--- config.mk ---
export PLATFORM = sky130hd
export DESIGN_NAME = conv3x3_stream
export DESIGN_NICKNAME = d
export VERILOG_FILES = /design/src/rtl/conv3x3_stream.sv
export SDC_FILE = /design/constraint.sdc
export NUM_CORES = 1
export LEC_CHECK = 0
export BUFFER_PORTS_ARGS = -buffer_cell sky130_fd_sc_hd__buf_2
export CORE_ASPECT_RATIO = 1.4
export CORE_UTILIZATION = 63
export CTS_CLUSTER_SIZE = 12
export DETAILED_ROUTE_END_ITERATION = 7
export PLACE_DENSITY = 0.82
export SETUP_SLACK_MARGIN = 0.05
export SLEW_MARGIN = 40
export SYNTH_ARGS = -nofsm -noshare
export SYNTH_HDL_FRONTEND = slang
export SYNTH_SLANG_ARGS = --single-unit
--- constraint.sdc ---
create_clock -name clk -period 4.9 [get_ports clk]
set_input_delay 0.245 -clock clk [delete_from_list [all_inputs] [get_ports clk]]
set_output_delay 0.245 -clock clk [all_outputs]
set_load 0.005 [all_outputs]
--- src/rtl/conv3x3_stream.sv ---
// 3x3 streaming convolution: signed weight load FSM, 4-stage multiply/sum/shift/clamp pipeline.
// Optional CONV_ABS_EN macro builds the absolute-value stage used by edge-detection kernels.
module conv3x3_stream #(
  parameter  int DATA_WIDTH   = 8,
  parameter  int WEIGHT_WIDTH = 4,
  localparam int ACC_WIDTH    = DATA_WIDTH + WEIGHT_WIDTH + 5
) (
  input  logic                        clk,
  input  logic                        rst,
  input  logic [9*DATA_WIDTH-1:0]     s_data,
  input  logic                        s_valid,
  output logic                        s_ready,
  input  logic                        i_EOL,
  input  logic                        i_tlast,
  output logic [DATA_WIDTH-1:0]       m_data,
  output logic                        m_valid,
  input  logic                        m_ready,
  output logic                        o_EOL,
  output logic                        o_tlast,
  input  logic                        start,
  input  logic [9*WEIGHT_WIDTH-1:0]   filter_weights,
  input  logic [3:0]                  norm_shift,
  input  logic                        abs_mode,
  output logic                        cfg_busy,
  output logic [WEIGHT_WIDTH+3:0]     cfg_wsum
);

  localparam int PW = DATA_WIDTH + WEIGHT_WIDTH + 1;
  localparam int SW = WEIGHT_WIDTH + 4;
  localparam logic signed [ACC_WIDTH-1:0] PIX_MAX = ACC_WIDTH'((1 << DATA_WIDTH) - 1);

  localparam logic [1:0] ST_IDLE  = 2'd0;
  localparam logic [1:0] ST_LOAD  = 2'd1;
  localparam logic [1:0] ST_READY = 2'd2;

  logic [1:0]                     state_q, state_d;
  logic [3:0]                     cnt_q, cnt_d;
  logic signed [WEIGHT_WIDTH-1:0] kernel_q [9];
  logic signed [WEIGHT_WIDTH-1:0] kernel_d [9];
  logic signed [SW-1:0]           wsum_q, wsum_d;
  logic [9*WEIGHT_WIDTH-1:0]      shw_q, shw_d;
  logic [3:0]                     sh_shift_q, sh_shift_d, act_shift_q, act_shift_d;
  logic                           sh_abs_q, sh_abs_d, act_abs_q, act_abs_d;
  logic                           abs_cfg;
  logic signed [WEIGHT_WIDTH-1:0] cur_w;

  // Pipeline registers: stage 1 products, stage 2 sum, stage 3 shifted, stage 4 clamped output.
  logic signed [PW-1:0]        prod_q [9];
  logic signed [PW-1:0]        prod_d [9];
  logic signed [ACC_WIDTH-1:0] sum_q, sum_d, r_q, r_d;
  logic [DATA_WIDTH-1:0]       m_data_q, m_data_d;
  logic                        v1_q, v2_q, v3_q, m_valid_q;
  logic                        eol1_q, eol2_q, eol3_q, eol4_q;
  logic                        tl1_q, tl2_q, tl3_q, tl4_q;
  logic [3:0]                  shift1_q, shift2_q;
  logic                        abs1_q, abs2_q;
  logic                        adv;

`ifdef CONV_ABS_EN
  assign abs_cfg = abs_mode;
`else
  logic unused_abs;
  assign abs_cfg    = 1'b0;
  assign unused_abs = abs_mode ^ abs2_q;
`endif

  assign adv      = !m_valid_q || m_ready;
  assign s_ready  = (state_q == ST_READY) && adv;
  assign cfg_busy = (state_q == ST_LOAD);
  assign cfg_wsum = wsum_q;
  assign m_data   = m_data_q;
  assign m_valid  = m_valid_q;
  assign o_EOL    = eol4_q;
  assign o_tlast  = tl4_q;
  assign cur_w    = shw_q[cnt_q*WEIGHT_WIDTH +: WEIGHT_WIDTH];

  // NOTE: every always_comb output gets a default first so no path leaves it unassigned (no latch).
  always_comb begin
    state_d     = state_q;
    cnt_d       = cnt_q;
    wsum_d      = wsum_q;
    shw_d       = shw_q;
    sh_shift_d  = sh_shift_q;
    sh_abs_d    = sh_abs_q;
    act_shift_d = act_shift_q;
    act_abs_d   = act_abs_q;
    kernel_d    = kernel_q;
    case (state_q)
      ST_IDLE, ST_READY: begin
        if (start) begin
          shw_d      = filter_weights;
          sh_shift_d = norm_shift;
          sh_abs_d   = abs_cfg;
          cnt_d      = 4'd0;
          wsum_d     = '0;
          state_d    = ST_LOAD;
        end
      end
      ST_LOAD: begin
        kernel_d[cnt_q] = cur_w;
        wsum_d = wsum_q + {{4{cur_w[WEIGHT_WIDTH-1]}}, cur_w};
        // Normalisation settings switch together with the last weight so in-flight beats keep the old ones.
        if (cnt_q == 4'd8) begin
          state_d     = ST_READY;
          act_shift_d = sh_shift_q;
          act_abs_d   = sh_abs_q;
        end else begin
          cnt_d = cnt_q + 4'd1;
        end
      end
      default: state_d = ST_IDLE;
    endcase
  end

  always_comb begin
    for (int k = 0; k < 9; k++) begin
      prod_d[k] = $signed({1'b0, s_data[k*DATA_WIDTH +: DATA_WIDTH]}) * kernel_q[k];
    end
    sum_d = '0;
    for (int k = 0; k < 9; k++) begin
      sum_d = sum_d + ACC_WIDTH'(prod_q[k]);
    end
  end

  always_comb begin
    r_d = sum_q >>> shift2_q;
`ifdef CONV_ABS_EN
    if (abs2_q && r_d[ACC_WIDTH-1]) r_d = -r_d;
`endif
    if (r_q[ACC_WIDTH-1])    m_data_d = '0;
    else if (r_q > PIX_MAX)  m_data_d = PIX_MAX[DATA_WIDTH-1:0];
    else                     m_data_d = r_q[DATA_WIDTH-1:0];
  end

  // NOTE: state uses non-blocking assignments so every register samples pre-edge values.
  always_ff @(posedge clk) begin
    if (rst) begin
      state_q     <= ST_IDLE;
      cnt_q       <= 4'd0;
      wsum_q      <= '0;
      shw_q       <= '0;
      sh_shift_q  <= 4'd0;
      sh_abs_q    <= 1'b0;
      act_shift_q <= 4'd0;
      act_abs_q   <= 1'b0;
      // NOTE: the kernel and product arrays are tiny register files, so they are reset like any flop.
      for (int k = 0; k < 9; k++) begin
        kernel_q[k] <= '0;
        prod_q[k]   <= '0;
      end
      sum_q     <= '0;
      r_q       <= '0;
      m_data_q  <= '0;
      {v1_q, v2_q, v3_q, m_valid_q} <= 4'b0;
      {eol1_q, eol2_q, eol3_q, eol4_q} <= 4'b0;
      {tl1_q, tl2_q, tl3_q, tl4_q} <= 4'b0;
      shift1_q  <= 4'd0;
      shift2_q  <= 4'd0;
      abs1_q    <= 1'b0;
      abs2_q    <= 1'b0;
    end else begin
      state_q     <= state_d;
      cnt_q       <= cnt_d;
      wsum_q      <= wsum_d;
      shw_q       <= shw_d;
      sh_shift_q  <= sh_shift_d;
      sh_abs_q    <= sh_abs_d;
      act_shift_q <= act_shift_d;
      act_abs_q   <= act_abs_d;
      kernel_q    <= kernel_d;
      if (adv) begin
        prod_q    <= prod_d;
        v1_q      <= s_valid && s_ready;
        eol1_q    <= i_EOL;
        tl1_q     <= i_tlast;
        shift1_q  <= act_shift_q;
        abs1_q    <= act_abs_q;
        sum_q     <= sum_d;
        v2_q      <= v1_q;
        eol2_q    <= eol1_q;
        tl2_q     <= tl1_q;
        shift2_q  <= shift1_q;
        abs2_q    <= abs1_q;
        r_q       <= r_d;
        v3_q      <= v2_q;
        eol3_q    <= eol2_q;
        tl3_q     <= tl2_q;
        m_data_q  <= m_data_d;
        m_valid_q <= v3_q;
        eol4_q    <= eol3_q;
        tl4_q     <= tl3_q;
      end
    end
  end

endmodule

==> summary.md <==
| Metric | Value |
|---|---|
| Slew at the pin closest to its max-slew limit | `0.798 ns` |
| DRC | `0` |
| Clock Tree Buf Depth | `3` |
| Initial antenna violation count | `3` |
| Die area | `37200 um^2` |
| CTS tree | `yes` |
| Max Cap Viol | `0` |
| Mapped Nets | `3283` |
| Synthesized instance count | `2698` |
| Power, Total | `0.00484 W` |
| Power per cell area | `192 nW/um^2` |
| HPWL Detailed | `43400 um` |
| Clock skew | `0.0153 ns` |
| Vias per cell | `5.78` |
| Seq/Total Area, Yosys | `23.8%` |
| Die Height | `228 um` |
| Final critical-path share of the clock period | `91.9%` |
| Seq cells post-synth | `273` |
| Clock sinks | `273` |
| Critical Path End Type | `flip-flop` |
| Worst Setup Start Kind | `flip-flop` |
| Vias in the first global route | `19327` |
| Clock latency on the worst-skew pair | `0.59 ns` |
| Most used DFF post-synth | `dfxtp_1` |
| Drt total wl | `58200 um` |
| Synth async-reset ratio | `0%` |
| Leakage | `12.6 nW` |
| CTS Root Buffer Type | `clkbuf_16` |
| Setup tns final | `0 ns` |
| Syn Area/Cell | `8.50 um^2` |
| CP Max Fanout | `4` |
| Die width | `163 um` |
| # nets final | `3400` |
| WL/cell | `17.7 um` |
| Netlist cell types | `63` |
| Post-Syn Area | `22900 um^2` |
| Peak Freq | `222 MHz` |
| Status | `completed` |
| HP Class | `in2reg` |
| Setup-failing EPs final | `0` |
| Layout cell share with drive strength beyond 1 | `8.51%` |
| Global Route Usage Sum | `31.6%` |
| Total core area | `35800 um^2` |
| Pre-antenna DRT Iters | `5` |
| Number of buffers created by CTS | `29` |
| Boundary Pins | `141` |
| Area Growth Syn to Fin | `10.2%` |
| Fillers | `2710` |
| CP required | `5.41 ns` |
| Max-slew violation count | `0` |
| RSZ-0062 raised after global routing | `no` |
| Setup CP Type | `reg2reg` |
| Worst-path clk slew | `0.06 ns` |
| Final Hold Fails | `0` |
| Drt first-iter violations | `1047` |
| Largest net degree at the start of global routing | `146` |
| Port Buffers | `139` |
| Remaining global-route overflow | `0` |
| Worst EP arrival | `5.02 ns` |
| Number of flops mapped to enable cells by yosys | `0` |
| Std-Cell Rows | `82` |
| H-tree depth | `1` |
| Relative slew slack | `46.8%` |
| Global-route wire length before repair | `93100 um` |
| Peak supply drop | `257 uV` |
| Clock period minus worst slack | `4.50 ns` |
| Hold_ws | `0.0292 ns` |
| Antenna-violating nets left | `0` |
| Initial Util | `64.0%` |
| Vias after detailed routing | `19042` |
| Synth Warn # | `0` |
| Routability Congestion | `1.01` |
## stage by stage
| stage | instances | instance area, um^2 | util, % | worst slack (ns) |
|---|---|---|---|---|
| after global placement | 3199 | 23900 | 66.7 | 0.477 |
| after global routing | 3296 | 25300 | 70.6 | 0.153 |
| final | 3296 | 25300 | 70.6 | 0.396 |
| after detailed placement | 3199 | 23900 | 66.7 | 0.429 |
| after CTS | 3294 | 25300 | 70.5 | 0.386 |
| after floorplan | 2698 | 22900 | - | 0.720 |
## report_power, final
part           leakage [nW]  internal [W]  switching [W]
sequential             2.21       0.00226      0.0000323
clock                 0.432       0.00120       0.000943
combinational          9.99      0.000163       0.000248
total                  12.6       0.00362        0.00122
## cell type report
class | instances | area (um^2) | share of cell area (%)
Tap cell | 462 | 578 | 2.29
Sequential cell | 273 | 5470 | 21.7
Multi-Input combinational cell | 1966 | 15700 | 62.3
Inverter | 346 | 1300 | 5.14
Timing Repair Buffer | 199 | 1290 | 5.11
Clock buffer | 41 | 811 | 3.21
Clock inverter | 7 | 80.1 | 0.317
Antenna cell | 2 | 5.00 | 0.0198
## cell usage in the layout (no fill, tap or decap), types with 16 or more instances in the layout
cell type	count
a21oi_1	251
dlygate4sd3_1	47
ha_1	253
nor2b_1	25
buf_2	138
inv_1	345
nand2b_1	56
and2_1	98
fa_1	212
clkbuf_16	29
nor3_1	33
nand3_1	43
dfxtp_1	269
xnor2_1	23
o211ai_1	19
or3_1	27
a211oi_1	18
o211a_1	17
a21o_1	40
xor2_1	20
o21ai_0	75
mux4_2	16
nand2_1	434
nor2_1	153
mux2i_1	16
## path summary, 6_finish.rpt
kind | startpoint | endpoint | slack, ns | depth (start not counted)
max | prod_q[15]$_SDFFE_PP0N_ | sum_q[8]$_SDFFE_PP0N_ | 0.40 | 17
min | s_data[32] | prod_q[52]$_SDFFE_PP0N_ | 0.03 | 3
max reg2reg | prod_q[15]$_SDFFE_PP0N_ | sum_q[8]$_SDFFE_PP0N_ | 0.40 | 17
min reg2reg | prod_q[35]$_SDFFE_PP0N_ | prod_q[35]$_SDFFE_PP0N_ | 0.45 | 2
## layer usage
layer,track usage [%],vias to the layer above,part of all wire [%]
met1,34.7,9293,38
met4,19.2,2,6.1
met5,0,-,0.019
met3,3.48,179,4.3
li1,-,9071,-
met2,58.1,497,52
## registers in the layout (all words and copies together) (netlist names), 4 cells and up
register / cells
cnt_q: 4
act_shift_q: 4
sh_shift_q: 4
m_data: 8
prod_q: 117
cfg_wsum: 8
r_q: 17
shift2_q: 4
shift1_q: 4
shw_q: 36
sum_q: 17
kernel_q: 36
## critical path, stage by stage (launching register included)
cell      delay (ns)
dfxtp_1         0.35
inv_1           0.07
fa_1            0.52
inv_1           0.06
fa_1            0.46
fa_1            0.49
inv_1           0.05
fa_1            0.43
inv_1           0.07
ha_1            0.16
inv_1           0.06
fa_1            0.42
nor2b_1         0.24
o21ai_0         0.17
a21boi_0        0.24
nor3_1          0.07
or3b_2          0.44
a21oi_1         0.14
## kinds of logic (layout without fill, tap and decap cells)
group                    count (synthesis)  count (layout)  synth area share [%]
AO/OA/AOI/OAI                          507             507                  13.8
adder cells (fa/ha/maj)                465             465                  32.3
buffers and inverters                  459             593                  7.64
XOR/XNOR                                43              43                  1.64
multiplexers                            41              41                  2.73
AND/OR/NAND/NOR                        910             910                  18.0
other                                    0               2                     0
flip-flops                             273             273                  23.8
## timing repair
item | CTS | global route
setup buffers | 0 | 0
gates resized for setup | 0 | 0
hold buffers | 47 | 0
endpoints found under the hold margin | 47 | 0
## cell usage after synthesis, drive strengths merged (19+ instances only)
| library cell | instances | area (um^2) |
|---|---|---|
| o21ai | 76 | 380 |
| o211ai | 19 | 143 |
| a21oi | 252 | 1260 |
| nand2b | 57 | 357 |
| inv | 345 | 1290 |
| nor2 | 157 | 592 |
| ha | 253 | 3170 |
| a21o | 40 | 300 |
| buf | 20 | 103 |
| nand3 | 43 | 215 |
| nor3 | 33 | 165 |
| xnor2 | 23 | 201 |
| nor2b | 27 | 169 |
| fa | 212 | 4240 |
| xor2 | 20 | 175 |
| and2 | 98 | 613 |
| or3 | 27 | 169 |
| dfxtp | 273 | 5470 |
| clkbuf | 93 | 349 |
| nand2 | 434 | 1630 |
No activity file was read; power rests on OpenSTA's default activity.
